### config.mk
export PLATFORM = sky130hd
export DESIGN_NAME = alu_lane_sequencer
export DESIGN_NICKNAME = d
export VERILOG_FILES = /design/src/rtl/alu_lane_sequencer.sv
export SDC_FILE = /design/constraint.sdc
export NUM_CORES = 1
export LEC_CHECK = 0
export ABC_AREA = 1
export BUFFER_PORTS_ARGS = -buffer_cell sky130_fd_sc_hd__buf_4
export CORE_ASPECT_RATIO = 0.7
export CORE_MARGIN = 2
export CORE_UTILIZATION = 46
export DETAILED_ROUTE_END_ITERATION = 12
export HOLD_SLACK_MARGIN = 0.08
export PLACE_DENSITY = 0.72
export SLEW_MARGIN = 15
export SYNTH_ARGS = -nofsm -noshare
export SYNTH_HDL_FRONTEND = slang
export SYNTH_SLANG_ARGS = --single-unit
export TNS_END_PERCENT = 30
### constraint.sdc
create_clock -name clk -period 2.35 [get_ports clk]
set_input_delay 0 -clock clk [delete_from_list [all_inputs] [get_ports clk]]
set_output_delay 0 -clock clk [all_outputs]
set_load 0.01 [all_outputs]
### src/rtl/alu_lane_sequencer.sv
// -----------------------------------------------------------------------------
// alu_lane_sequencer
//
// Execute-stage sequencer placed directly upstream of a combinational ALU.
// It accepts one vector instruction of LANES packed lanes, feeds the ALU one
// lane per clock, and collects each lane result into a packed vector. The
// vector is then offered to write-back with zero and error flags.
//
// Ports
//   clk, rst_n      rising-edge clock, asynchronous active-low reset
//   inValid/inReady instruction handshake from decode (inReady = IDLE)
//   inFunction      ALU function code of the instruction
//   inVectorA/B     packed operands, lane i = bits [i*BITS +: BITS]
//   aluFunction     registered function code to the ALU (0 outside RUN)
//   aluOperandA/B   registered current-lane operands to the ALU
//   aluResult       combinational ALU result for the current lane
//   outValid/Ready  result handshake to write-back
//   outVector       packed lane results
//   outZero         every bit of outVector is 0 (never with outError)
//   outError        the instruction used an illegal function code
//
// Timing
//   Legal code accepted at edge k: lanes captured at edges k+1..k+LANES,
//   outValid high after edge k+LANES.
//   Illegal code accepted at edge k: one RUN cycle with the ALU held idle,
//   outValid high after edge k+1 with outError=1 and outVector=0.
// -----------------------------------------------------------------------------
module alu_lane_sequencer #(
  parameter int BITS  = 8,
  parameter int ALUOP = 4,
  parameter int LANES = 4
) (
  input  logic                  clk,
  input  logic                  rst_n,
  input  logic                  inValid,
  output logic                  inReady,
  input  logic [ALUOP-1:0]      inFunction,
  input  logic [LANES*BITS-1:0] inVectorA,
  input  logic [LANES*BITS-1:0] inVectorB,
  output logic [ALUOP-1:0]      aluFunction,
  output logic [BITS-1:0]       aluOperandA,
  output logic [BITS-1:0]       aluOperandB,
  input  logic [BITS-1:0]       aluResult,
  output logic                  outValid,
  input  logic                  outReady,
  output logic [LANES*BITS-1:0] outVector,
  output logic                  outZero,
  output logic                  outError
);

  localparam int VW    = LANES * BITS;
  localparam int IDX_W = (LANES > 1) ? $clog2(LANES) : 1;
  localparam logic [IDX_W-1:0] LAST_IDX = IDX_W'(LANES - 1);

  typedef enum logic [1:0] {
    IDLE = 2'd0,
    RUN  = 2'd1,
    DONE = 2'd2
  } state_e;

  // Legal function codes are 1..11; everything else is reported as an error.
  function automatic logic is_legal(input logic [ALUOP-1:0] f);
    return (f >= ALUOP'(1)) && (f <= ALUOP'(11));
  endfunction

  function automatic logic [BITS-1:0] lane_of(input logic [VW-1:0]    v,
                                              input logic [IDX_W-1:0] i);
    return v[int'(i)*BITS +: BITS];
  endfunction

  state_e            state_q,        state_d;
  logic [ALUOP-1:0]  func_q,         func_d;
  logic [VW-1:0]     vec_a_q,        vec_a_d;
  logic [VW-1:0]     vec_b_q,        vec_b_d;
  logic [IDX_W-1:0]  idx_q,          idx_d;
  logic              err_pend_q,     err_pend_d;
  logic [VW-1:0]     out_vector_q,   out_vector_d;
  logic              out_valid_q,    out_valid_d;
  logic              out_zero_q,     out_zero_d;
  logic              out_error_q,    out_error_d;
  logic [ALUOP-1:0]  alu_function_q, alu_function_d;
  logic [BITS-1:0]   alu_op_a_q,     alu_op_a_d;
  logic [BITS-1:0]   alu_op_b_q,     alu_op_b_d;
  logic [IDX_W-1:0]  next_idx;

  assign next_idx = idx_q + IDX_W'(1);

  // inReady is the only combinational output; during reset the state is IDLE
  // so it reads 1, but the reset holds every flop so inValid has no effect.
  assign inReady = (state_q == IDLE);

  always_comb begin
    // NOTE: every variable gets a default before the case so that no path
    // leaves it unassigned; an unassigned path would infer a latch.
    state_d        = state_q;
    func_d         = func_q;
    vec_a_d        = vec_a_q;
    vec_b_d        = vec_b_q;
    idx_d          = idx_q;
    err_pend_d     = err_pend_q;
    out_vector_d   = out_vector_q;
    out_valid_d    = out_valid_q;
    out_zero_d     = out_zero_q;
    out_error_d    = out_error_q;
    alu_function_d = alu_function_q;
    alu_op_a_d     = alu_op_a_q;
    alu_op_b_d     = alu_op_b_q;

    unique case (state_q)
      IDLE: begin
        if (inValid) begin
          func_d       = inFunction;
          vec_a_d      = inVectorA;
          vec_b_d      = inVectorB;
          idx_d        = '0;
          out_vector_d = '0;
          out_zero_d   = 1'b0;
          out_error_d  = 1'b0;
          state_d      = RUN;
          if (is_legal(inFunction)) begin
            // Lane 0 is presented to the ALU in the first RUN cycle.
            err_pend_d     = 1'b0;
            alu_function_d = inFunction;
            alu_op_a_d     = lane_of(inVectorA, '0);
            alu_op_b_d     = lane_of(inVectorB, '0);
          end else begin
            // Illegal code: spend one RUN cycle with the ALU left at
            // function 0, then report the error from DONE.
            err_pend_d     = 1'b1;
            alu_function_d = '0;
            alu_op_a_d     = '0;
            alu_op_b_d     = '0;
          end
        end
      end

      RUN: begin
        if (err_pend_q) begin
          err_pend_d  = 1'b0;
          out_error_d = 1'b1;
          out_zero_d  = 1'b0;
          out_valid_d = 1'b1;
          state_d     = DONE;
        end else begin
          // Results are taken as-is from the ALU, already modulo 2^BITS.
          out_vector_d[int'(idx_q)*BITS +: BITS] = aluResult;
          if (idx_q == LAST_IDX) begin
            idx_d          = '0;
            out_valid_d    = 1'b1;
            out_zero_d     = (out_vector_d == '0);
            alu_function_d = '0;
            alu_op_a_d     = '0;
            alu_op_b_d     = '0;
            state_d        = DONE;
          end else begin
            idx_d      = next_idx;
            alu_op_a_d = lane_of(vec_a_q, next_idx);
            alu_op_b_d = lane_of(vec_b_q, next_idx);
          end
        end
      end

      DONE: begin
        // Result and flags hold until write-back takes them.
        if (outReady) begin
          out_valid_d = 1'b0;
          out_zero_d  = 1'b0;
          out_error_d = 1'b0;
          state_d     = IDLE;
        end
      end

      default: begin
        state_d        = IDLE;
        out_valid_d    = 1'b0;
        out_zero_d     = 1'b0;
        out_error_d    = 1'b0;
        alu_function_d = '0;
        alu_op_a_d     = '0;
        alu_op_b_d     = '0;
      end
    endcase
  end

  // NOTE: sequential state uses non-blocking assignments so every flop samples
  // the pre-edge values; blocking here would create order-dependent races.
  always_ff @(posedge clk or negedge rst_n) begin
    if (!rst_n) begin
      state_q        <= IDLE;
      // NOTE: the operand latches are plain registers (not a memory array),
      // so they are reset with everything else; they are only read after an
      // accept overwrites them, but resetting keeps the state deterministic.
      func_q         <= '0;
      vec_a_q        <= '0;
      vec_b_q        <= '0;
      idx_q          <= '0;
      err_pend_q     <= 1'b0;
      out_vector_q   <= '0;
      out_valid_q    <= 1'b0;
      out_zero_q     <= 1'b0;
      out_error_q    <= 1'b0;
      alu_function_q <= '0;
      alu_op_a_q     <= '0;
      alu_op_b_q     <= '0;
    end else begin
      state_q        <= state_d;
      func_q         <= func_d;
      vec_a_q        <= vec_a_d;
      vec_b_q        <= vec_b_d;
      idx_q          <= idx_d;
      err_pend_q     <= err_pend_d;
      out_vector_q   <= out_vector_d;
      out_valid_q    <= out_valid_d;
      out_zero_q     <= out_zero_d;
      out_error_q    <= out_error_d;
      alu_function_q <= alu_function_d;
      alu_op_a_q     <= alu_op_a_d;
      alu_op_b_q     <= alu_op_b_d;
    end
  end

  assign aluFunction = alu_function_q;
  assign aluOperandA = alu_op_a_q;
  assign aluOperandB = alu_op_b_q;
  assign outValid    = out_valid_q;
  assign outVector   = out_vector_q;
  assign outZero     = out_zero_q;
  assign outError    = out_error_q;

endmodule

==> reports/metrics.yaml, run 1 <==
outcome: "complete, no violations"
clk_pin_slew_ns: 0.06
yosysSeqAreaShare_pct: 51.74
crit_type: "flop to flop"
drive_gt1_share_pct: 19.42
ys.warnings.count: 0
worstMarginPinSlew_ns: 1.184
post-place-ws_ns: 0.1464
ant_nets: 0
ctsHtreeMaxLevel: 4
maxSlewHeadroom_pct: 21.08
min_period_ns: 2.212
peakVddDrop_mv: 0.7816
crit_top_cell: "nand2_1"
yosys.area.top_type: "dfrtp_1"
critPathCaptureType: "flop"
fin_nets: 1077
timing.final.crit_share_pct: 94.13
finalHoldViolCount: 0
synth_fp_nets: 863
cp_top_family: "simple AND/OR/NAND/NOR gates"
portBuffers: 135
detailroute.via_count: 6149
finalSetupViolations: 0
crit_cells: 14
fin_util_pct: 68.61
ys_seq_elements: 124
ff2ff_setup_slack_ns: 0.14
ioPinCount: 136
hold_path_class: "primary input to flop"
core-area_sq_um: 12590
cts_sinks: 124
fmax_mhz: 452.1
synth_top_area_share_pct: 51.74
detail_route.vias_per_cell: 5.274
regToRegEndpoint: "outZero$_DFFE_PN0P_"
crit_path_start_kind: "flop"
crit_chain: "inv_1 > ha_1 > buf_6 > nor2_1 > buf_4 > nand3_1 > nand2_1 > inv_1 > nand2_1 > nor2_1 > nand2_1 > nor2_1 > nand3_1 > nand2_1"
synth_area_sq_um: 5997
dpl.hpwl_um: 12190
leakage_uw: 0.004464
cts_tree: "done"
cts_buffers: 17
synth_area_leaders: "dfrtp_1, nand2_1, o21ai_0, nor2_1, inv_1"
synthToLayoutAreaGrowth_pct: 44.06
diodes: 0
synth_edf_count: 0
pwr_density_cell_nw_per_um2: 1213
die_h_um: 99.53
wl_per_cell_um: 16.24
grt_max_degree: 51
worst-path-buf-inv: 4
netlist_top_cells_count: "nand2_1, dfrtp_1, o21ai_0"
synth_xor_area_share_pct: 0.1460
grt_pass1_wl_um: 30990
synth-simple-area-share_pct: 25.95
synth_most_common_cell: "nand2_1"
grt_antenna_before_repair: 0
clk_path_buf_depth: 2
grt_pass1_vias: 6058
drt_iter0_markers: 702
n_fill_cell: 985
overflow: 0
r2r-start: "idx_q[1]$_DFFE_PN0P_"
fp-row-count: 34
synthArstFlopShare_pct: 100.0
worst_slack_ns: 0.1381
globalplace.congestion: 0.9207
drt-total-wl_um: 18940
dr.pass1.iters: 5
hold_path_end: "err_pend_q$_DFFE_PN0P_"
slowest_delay_ns: 0.41
hold_depth: 4
skew_ns: 0.006456
rsz0062_at_grt: "true"
fp.dieW_um: 140.5
cp.arrival_ns: 2.57
ys.flop_type: "dfrtp_1"
path_max_fanout: 20
grt_usage_pct: 28.39
clockRootBuffer: "clkbuf_16"
whs_ns: 0.1620
reg2reg_depth: 14
synth_compound_area_share_pct: 13.42
drv_slew: 0
slowest_stage: "dfrtp_1"
drc: 0
netlist_instances: 777
insertion_delay_ns: 0.42
synth_top_family_by_area: "simple AND/OR/NAND/NOR gates"
synth.avg_cell_area_sq_um: 7.718
hp-start: "inValid"
yosys.area_share.adder_pct: 1.252
post_synth_num_cell_types: 27
crit_required_ns: 2.70
die-area_sq_um: 13980
cap_viol_max_count: 0
synth.mux.area_fraction_pct: 0.1878
initial_core_util_pct: 47.63
[per-layer routing]
layer	share of wire, %	GRT usage (%)
met5	0	0
met4	1.0	7.538
met3	9.2	7.800
met2	45	43.51
met1	45	40.28
[power by group]
part | internal (uW) | switching, uW | total [uW] | leakage, uW
Sequential | 2950 | 487 | 3440 | 0.00159
Clock | 1700 | 1010 | 2710 | 0.000286
Combinational | 1590 | 2740 | 4320 | 0.00258
Total | 6240 | 4230 | 10500 | 0.00446
[timing repair]
item	in CTS	in global routing
hold buffers	79	0
buffers inserted	0	0
endpoints found under the hold margin	142	0
gates resized for setup	0	3
setup endpoints to repair	0	15
[final cells by class]
class | count | area (sq um) | share of cell area (%)
clock inverter | 13 | 165.2 | 1.912
multi-input combinational | 542 | 2467 | 28.56
sequential | 124 | 3103 | 35.92
inverter | 74 | 277.8 | 3.215
clock buffer | 19 | 442.9 | 5.127
timing repair buffer | 232 | 1981 | 22.93
tap | 162 | 202.7 | 2.346
[state kept, by name, summed over array words and instances, names as in the netlist, 2 cells and up]
| name | count |
|---|---|
| outVector | 32 |
| vec_a_q | 32 |
| vec_b_q | 32 |
| aluOperandA | 8 |
| aluOperandB | 8 |
| aluFunction | 4 |
| idx_q | 2 |
| state_q | 2 |
[through the flow]
stage	instances	setup TNS [ns]	total power, uW	cell area, sq um
after floorplan	777	0	5999	5997
after global placement	1055	0	7467	7229
after detailed placement	1055	0	7538	7229
after CTS	1166	0	10400	8628
after global routing	1166	-0.08695	11220	8640
final	1166	0	10480	8640
[layout by cell type, fill, tap and decap left out, drive strengths merged]
master | netlist | routed
a21oi | 4 | 4
a22o | 4 | 4
buf | 17 | 153
bufinv | 0 | 3
clkbuf | 20 | 19
clkinv | 0 | 3
clkinvlp | 0 | 4
dfrtp | 124 | 124
dlygate4sd3 | 0 | 79
ha | 6 | 6
inv | 74 | 77
mux2 | 1 | 1
nand2 | 287 | 287
nand3 | 24 | 24
nand4 | 4 | 4
nor2 | 78 | 78
nor3 | 1 | 1
o211ai | 1 | 1
o21ai | 90 | 90
o22ai | 27 | 27
o311ai | 14 | 14
xnor2 | 1 | 1
[how the worst max path moves through the flow]
stage / from / end / slack, ns
floorplan: idx_q[0]$_DFFE_PN0P_ / outZero$_DFFE_PN0P_ / 0.08
global placement: state_q[0]$_DFFE_PN0P_ / idx_q[1]$_DFFE_PN0P_ / 0.18
detailed placement: state_q[0]$_DFFE_PN0P_ / idx_q[1]$_DFFE_PN0P_ / 0.15
CTS: state_q[0]$_DFFE_PN0P_ / outVector[22]$_DFFE_PN0P_ / 0.12
global route: idx_q[1]$_DFFE_PN0P_ / outZero$_DFFE_PN0P_ / -0.09
finish: idx_q[1]$_DFFE_PN0P_ / outZero$_DFFE_PN0P_ / 0.14
[cells by family after synthesis]
kind of cell,count (synthesis)
simple gates,394
buf+inv,111
compound gates,140
xor+xnor,1
fa+ha+maj,6
mux,1
flops,124
[tightest hold or removal path: cells and delay by family]
family	cells	cell delay (ns)
and+or+nand+nor	1	0.27
AOI/OAI and AO/OA	1	0.07
buffers and inverters	2	0.19
Note: power is estimated with default switching activity, not from simulation.
==> inputs of run 2 (changes only) <==
CORE_UTILIZATION = 49   (was 46)
PLACE_DENSITY = 0.76   (was 0.72)
==> run 2 against run 1 <==
  * Sequential share of layout area grew 0.099 points
  * Critical path depth shrank 4
  * Largest cell class unchanged
  * Routed wire length grew 0.11%
  * Register-to-register slack lost 0.03 ns
  * Critical path type unchanged
  * Core utilization grew 4.3 points
  * Clock-buffer cell count is the same
  * Die area shrank 5.9%
  * Final cell count shrank 0.51%
==> reports/metrics.yaml, run 2 (synthesis results as in run 1) <==
synthToLayoutAreaGrowth_pct: 43.67
cp.arrival_ns: 2.55
cap_viol_max_count: 0
setup-tns-final_ns: 0
layout_commonest_cell: "nand2_1"
worst_slack_ns: 0.1061
leakage_uw: 0.004458
pwr_density_cell_nw_per_um2: 1217
timing.final.crit_share_pct: 95.49
detail_route.vias_per_cell: 5.337
crit_required_ns: 2.66
grt_pass1_vias: 6052
cts_tree: "done"
min_period_ns: 2.244
post-place-ws_ns: 0.1524
core-area_sq_um: 11810
globalplace.congestion: 0.8882
clockPowerShare_pct: 25.6
skew_ns: 0.008374
insertion_delay_ns: 0.42
grt_use_met3_pct: 6.416
portBuffers: 135
intPower_uw: 6224
clockRootBuffer: "clkbuf_16"
multi_input_area_sq_um: 2472
clk_path_buf_depth: 2
drt-total-wl_um: 18960
die-area_sq_um: 13150
grt_use_met1_pct: 42.84
finalSetupViolations: 0
ctsHtreeMaxLevel: 4
fin_util_pct: 72.96
crit_path_start_kind: "flop"
path_max_fanout: 6
dpl.hpwl_um: 12100
swShare_pct: 40.63
grt_max_degree: 60
detailroute.via_count: 6191
grt_usage_pct: 30.14
outcome: "complete, no violations"
grt_pass1_wl_um: 30220
fmax_mhz: 445.6
diodes: 0
peakVddDrop_mv: 0.7893
maxSlewHeadroom_pct: 27.35
regArea_sq_um: 3103
drv_slew: 0
ant_nets: 0
fp.dieW_um: 136.2
drt_iter0_markers: 641
worstMarginPinSlew_ns: 1.090
finalHoldViolCount: 0
clk_pin_slew_ns: 0.06
overflow: 0
use_met2_pct: 47.15
pwr-share-comb_pct: 41.4
grt_antenna_before_repair: 0
dr.pass1.iters: 5
cts_buffers: 17
fp-row-count: 33
fin_nets: 1076
drive_gt1_share_pct: 19.44
top_usage_layer: "met2"
initial_core_util_pct: 50.78
drc: 0
wl_per_cell_um: 16.34
p_sw_uw: 4259
die_h_um: 96.56
fin_cells: 1160
n_fill_cell: 921
crit_type: "flop to flop"
rsz0062_at_grt: "false"
ioPinCount: 136
critPathCaptureType: "flop"
cts_sinks: 124
layout_common_cells: "nand2_1, buf_4, dfrtp_1"
hold_path_class: "primary input to flop"
placedCellCount: 1049
seqPwrFrac_pct: 33.0
## run 2: worst paths after layout
kind | startpoint | endpoint | slack, ns | cells past startpoint
worst max register to register | idx_q[0]$_DFFE_PN0P_ | outZero$_DFFE_PN0P_ | 0.11 | 10
min in group asynchronous | rst_n | vec_b_q[23]$_DFFE_PN0P_ | 0.18 | 2
worst min register to register | vec_a_q[15]$_DFFE_PN0P_ | vec_a_q[15]$_DFFE_PN0P_ | 0.47 | 2
worst min-delay path | inValid | err_pend_q$_DFFE_PN0P_ | 0.16 | 4
max in group asynchronous | rst_n | aluOperandA[3]$_DFFE_PN0P_ | 1.41 | 3
worst max-delay path | idx_q[0]$_DFFE_PN0P_ | outZero$_DFFE_PN0P_ | 0.11 | 10
## run 2: layout make-up
type | instances | share of cell area (%)
flip-flops and latches | 124 | 36.02
clock inverters | 13 | 1.931
repair buffers | 231 | 22.71
well taps | 157 | 2.280
clock buffers | 19 | 5.141
inverters | 74 | 3.224
multi-input cells | 542 | 28.70
## run 2: routing by layer
metal	vias to the layer above	part of all wire (%)
met1	2965	45
met5	-	0
met3	21	8.1
met2	281	45
met4	0	0.92
li1	2924	-
## run 2: worst max-delay path, cell delays in order, from the launching register on
cell,delay [ns]
dfrtp_1,0.37
inv_1,0.18
ha_1,0.33
nor2_1,0.42
nand2_1,0.19
o22ai_1,0.29
nor2_1,0.10
nand2_1,0.07
nor2_1,0.06
nand3_1,0.08
nand2_1,0.05
## run 2: power groups by stage
| stage | Sequential, uW | Combinational, uW | Clock, uW |
|---|---|---|---|
| finish | 3460 | 4340 | 2690 |
| global route | 3540 | 4830 | 2820 |
| CTS | 3440 | 4250 | 2700 |
| detailed placement | 3440 | 4090 | 0 |
| global placement | 3440 | 4020 | 0 |
| floorplan | 3450 | 2550 | 0 |
## run 2: metrics by stage
| step | area (sq um) | hold slack, ns | total power, uW |
|---|---|---|---|
| floorplan | 5997 | -0.2956 | 5999 |
| global placement | 7203 | 0.1131 | 7453 |
| detailed placement | 7203 | 0.1112 | 7533 |
| CTS | 8603 | 0.1333 | 10390 |
| global route | 8616 | 0.1776 | 11180 |
| finish | 8616 | 0.1585 | 10480 |
## run 2: timing repair
item / in CTS / in global routing
hold buffers: 79 / 0
setup buffers: 0 / 0
endpoints found under the hold margin: 151 / 0
resized for setup: 0 / 3
setup endpoints to repair: 0 / 13
==> inputs of run 3 (changes only) <==
ABC_AREA = unset   (was 1)
CORE_UTILIZATION = 48   (was 49)
==> run 3 against run 2 <==
  * Combinational power is 12% lower
  * Power down 5.0%
  * Sequential power grew 2%
  * Flip-flop and latch count unchanged
  * Global-route usage down 4.2 points
  * Final cell count is 29% lower
  * Sequential share of layout area up 1.6 points
  * Maximum frequency rose by 1.6%
  * Synthesized area shrank 6.5%
  * Register-to-register slack better by 0.04 ns
  * Die area shrank 4.4%
  * Critical path type unchanged
==> reports/metrics.yaml, run 3 <==
outcome: "complete, no violations"
detail_route.vias_per_cell: 5.590
grt_pass1_wl_um: 24910
cts_tree: "done"
drt_iter0_markers: 343
grt_use_met3_pct: 6.173
maxSlewHeadroom_pct: 38.85
hold_path_class: "primary input to asynchronous set/reset pin"
peakVddDrop_mv: 0.7466
layout_commonest_cell: "buf_4"
netlist_top_cells_count: "dfrtp_1, mux2_2, nand2_1"
grt_pass1_vias: 4760
cap_viol_max_count: 0
fin_nets: 744
cts_buffers: 17
synthArstFlopShare_pct: 100.0
path_max_fanout: 8
initial_core_util_pct: 50.01
pwr_density_cell_nw_per_um2: 1207
clockRootBuffer: "clkbuf_16"
overflow: 0
synthToLayoutAreaGrowth_pct: 47.24
die-area_sq_um: 12580
ys.warnings.count: 0
netlist_instances: 431
n_fill_cell: 738
cts_sinks: 124
fp-row-count: 32
ant_nets: 0
synth_most_common_cell: "dfrtp_1"
post_synth_num_cell_types: 46
min_period_ns: 2.208
worstMarginPinSlew_ns: 0.9102
synth_area_sq_um: 5607
yosys.area.top_type: "dfrtp_1"
synth_top_area_share_pct: 55.34
grt_max_degree: 65
ys.flop_type: "dfrtp_1"
crit_required_ns: 2.63
portBuffers: 135
grt_antenna_before_repair: 1
synth.avg_cell_area_sq_um: 13.01
whs_ns: 0.1641
placedCellCount: 712
insertion_delay_ns: 0.41
synth_fp_nets: 517
use_met2_pct: 43.35
detailroute.via_count: 4612
timing.final.crit_share_pct: 93.97
globalplace.congestion: 0.8893
synth_edf_count: 0
skew_ns: 0.008626
regArea_sq_um: 3104
grt_usage_pct: 25.95
synth_area_leaders: "dfrtp_1, mux2_2, mux4_2, a22o_1, nand2_1"
grt_use_met1_pct: 34.21
ctsHtreeMaxLevel: 4
drv_slew: 0
clk_pin_slew_ns: 0.06
finalHoldViolCount: 0
die_h_um: 94.43
drc: 0
crit_type: "flop to flop"
fmax_mhz: 452.8
rsz0062_at_grt: "false"
ys_seq_elements: 124
dr.pass1.iters: 5
ioPinCount: 136
finalSetupViolations: 0
top_usage_layer: "met2"
critPathCaptureType: "flop"
setup-tns-final_ns: 0
dpl.hpwl_um: 9958
layout_common_cells: "buf_4, dfrtp_1, dlygate4sd3_1"
crit_path_start_kind: "flop"
wl_per_cell_um: 18.95
leakage_uw: 0.003781
core-area_sq_um: 11210
drt-total-wl_um: 15630
clk_path_buf_depth: 2
drive_gt1_share_pct: 40.69
cp.arrival_ns: 2.49
multi_input_area_sq_um: 2389
yosysSeqAreaShare_pct: 55.34
fp.dieW_um: 133.2
fin_cells: 825
run 3: path summary, 6_finish.rpt:
path                                                  from                         end  slack (ns)  cells past startpoint
worst max-delay path                  idx_q[0]$_DFFE_PN0P_         outZero$_DFFE_PN0P_        0.14                      7
worst min-delay path                                 rst_n  aluFunction[3]$_DFFE_PN0P_        0.16                      2
worst max register to register        idx_q[0]$_DFFE_PN0P_         outZero$_DFFE_PN0P_        0.14                      7
worst min register to register  aluFunction[1]$_DFFE_PN0P_  aluFunction[1]$_DFFE_PN0P_        0.49                      2
max in group asynchronous                            rst_n  aluOperandB[4]$_DFFE_PN0P_        1.39                      3
min in group clk                              inVectorA[5]  aluOperandA[5]$_DFFE_PN0P_        0.34                      4
run 3: layout make-up:
cell class,instances,area share (%)
Sequential cell,124,37.60
Timing Repair Buffer,230,23.64
Clock inverter,10,1.379
Multi-Input combinational cell,280,28.93
Tap cell,153,2.319
Inverter,5,0.2273
Clock buffer,22,5.865
Antenna cell,1,0.03031
run 3: worst max-delay path, stage by stage (launching register included):
cell	delay (ns)
dfrtp_2	0.44
inv_1	0.18
ha_1	0.33
nand2b_1	0.17
o22ai_1	0.08
nor4_1	0.31
o2111ai_1	0.18
o41ai_2	0.40
run 3: cell families after synthesis:
kind of cell / share of synthesized area (%)
buffers and inverters: 2.388
adder cells (fa/ha/maj): 1.339
multiplexers: 19.48
AND/OR/NAND/NOR: 9.395
flip-flops: 55.34
AO/OA/AOI/OAI: 12.05
run 3: per-layer routing:
metal / up-vias / wire length (um)
met2: 196 / 7649
met4: 0 / 140
met1: 2328 / 6749
met3: 14 / 1094
li1: 2074 / -
met5: - / 0
run 3: through the flow:
stage	util, %	cell area [sq um]	power [uW]	setup WS (ns)
3_5_place_dp	61.02	6840	7166	0.02794
2_1_floorplan	-	5607	5922	0.1860
6_report	73.64	8255	9962	0.1417
4_1_cts	73.49	8239	9932	0.006538
3_3_place_gp	61.02	6840	6994	0.2176
5_1_grt	73.64	8255	10460	0.01729
run 3: what timing repair did:
item	in CTS	in global routing
resized for setup	0	3
setup buffers	0	0
endpoints found under the setup margin	0	1
hold buffers	80	0
endpoints found under the hold margin	166	0
run 3: power breakdown:
part           total (uW)  switching [uW]  internal [uW]
combinational        3810            1760           2050
sequential           3540             564           2970
clock                2610             942           1670
total                9960            3270           6690
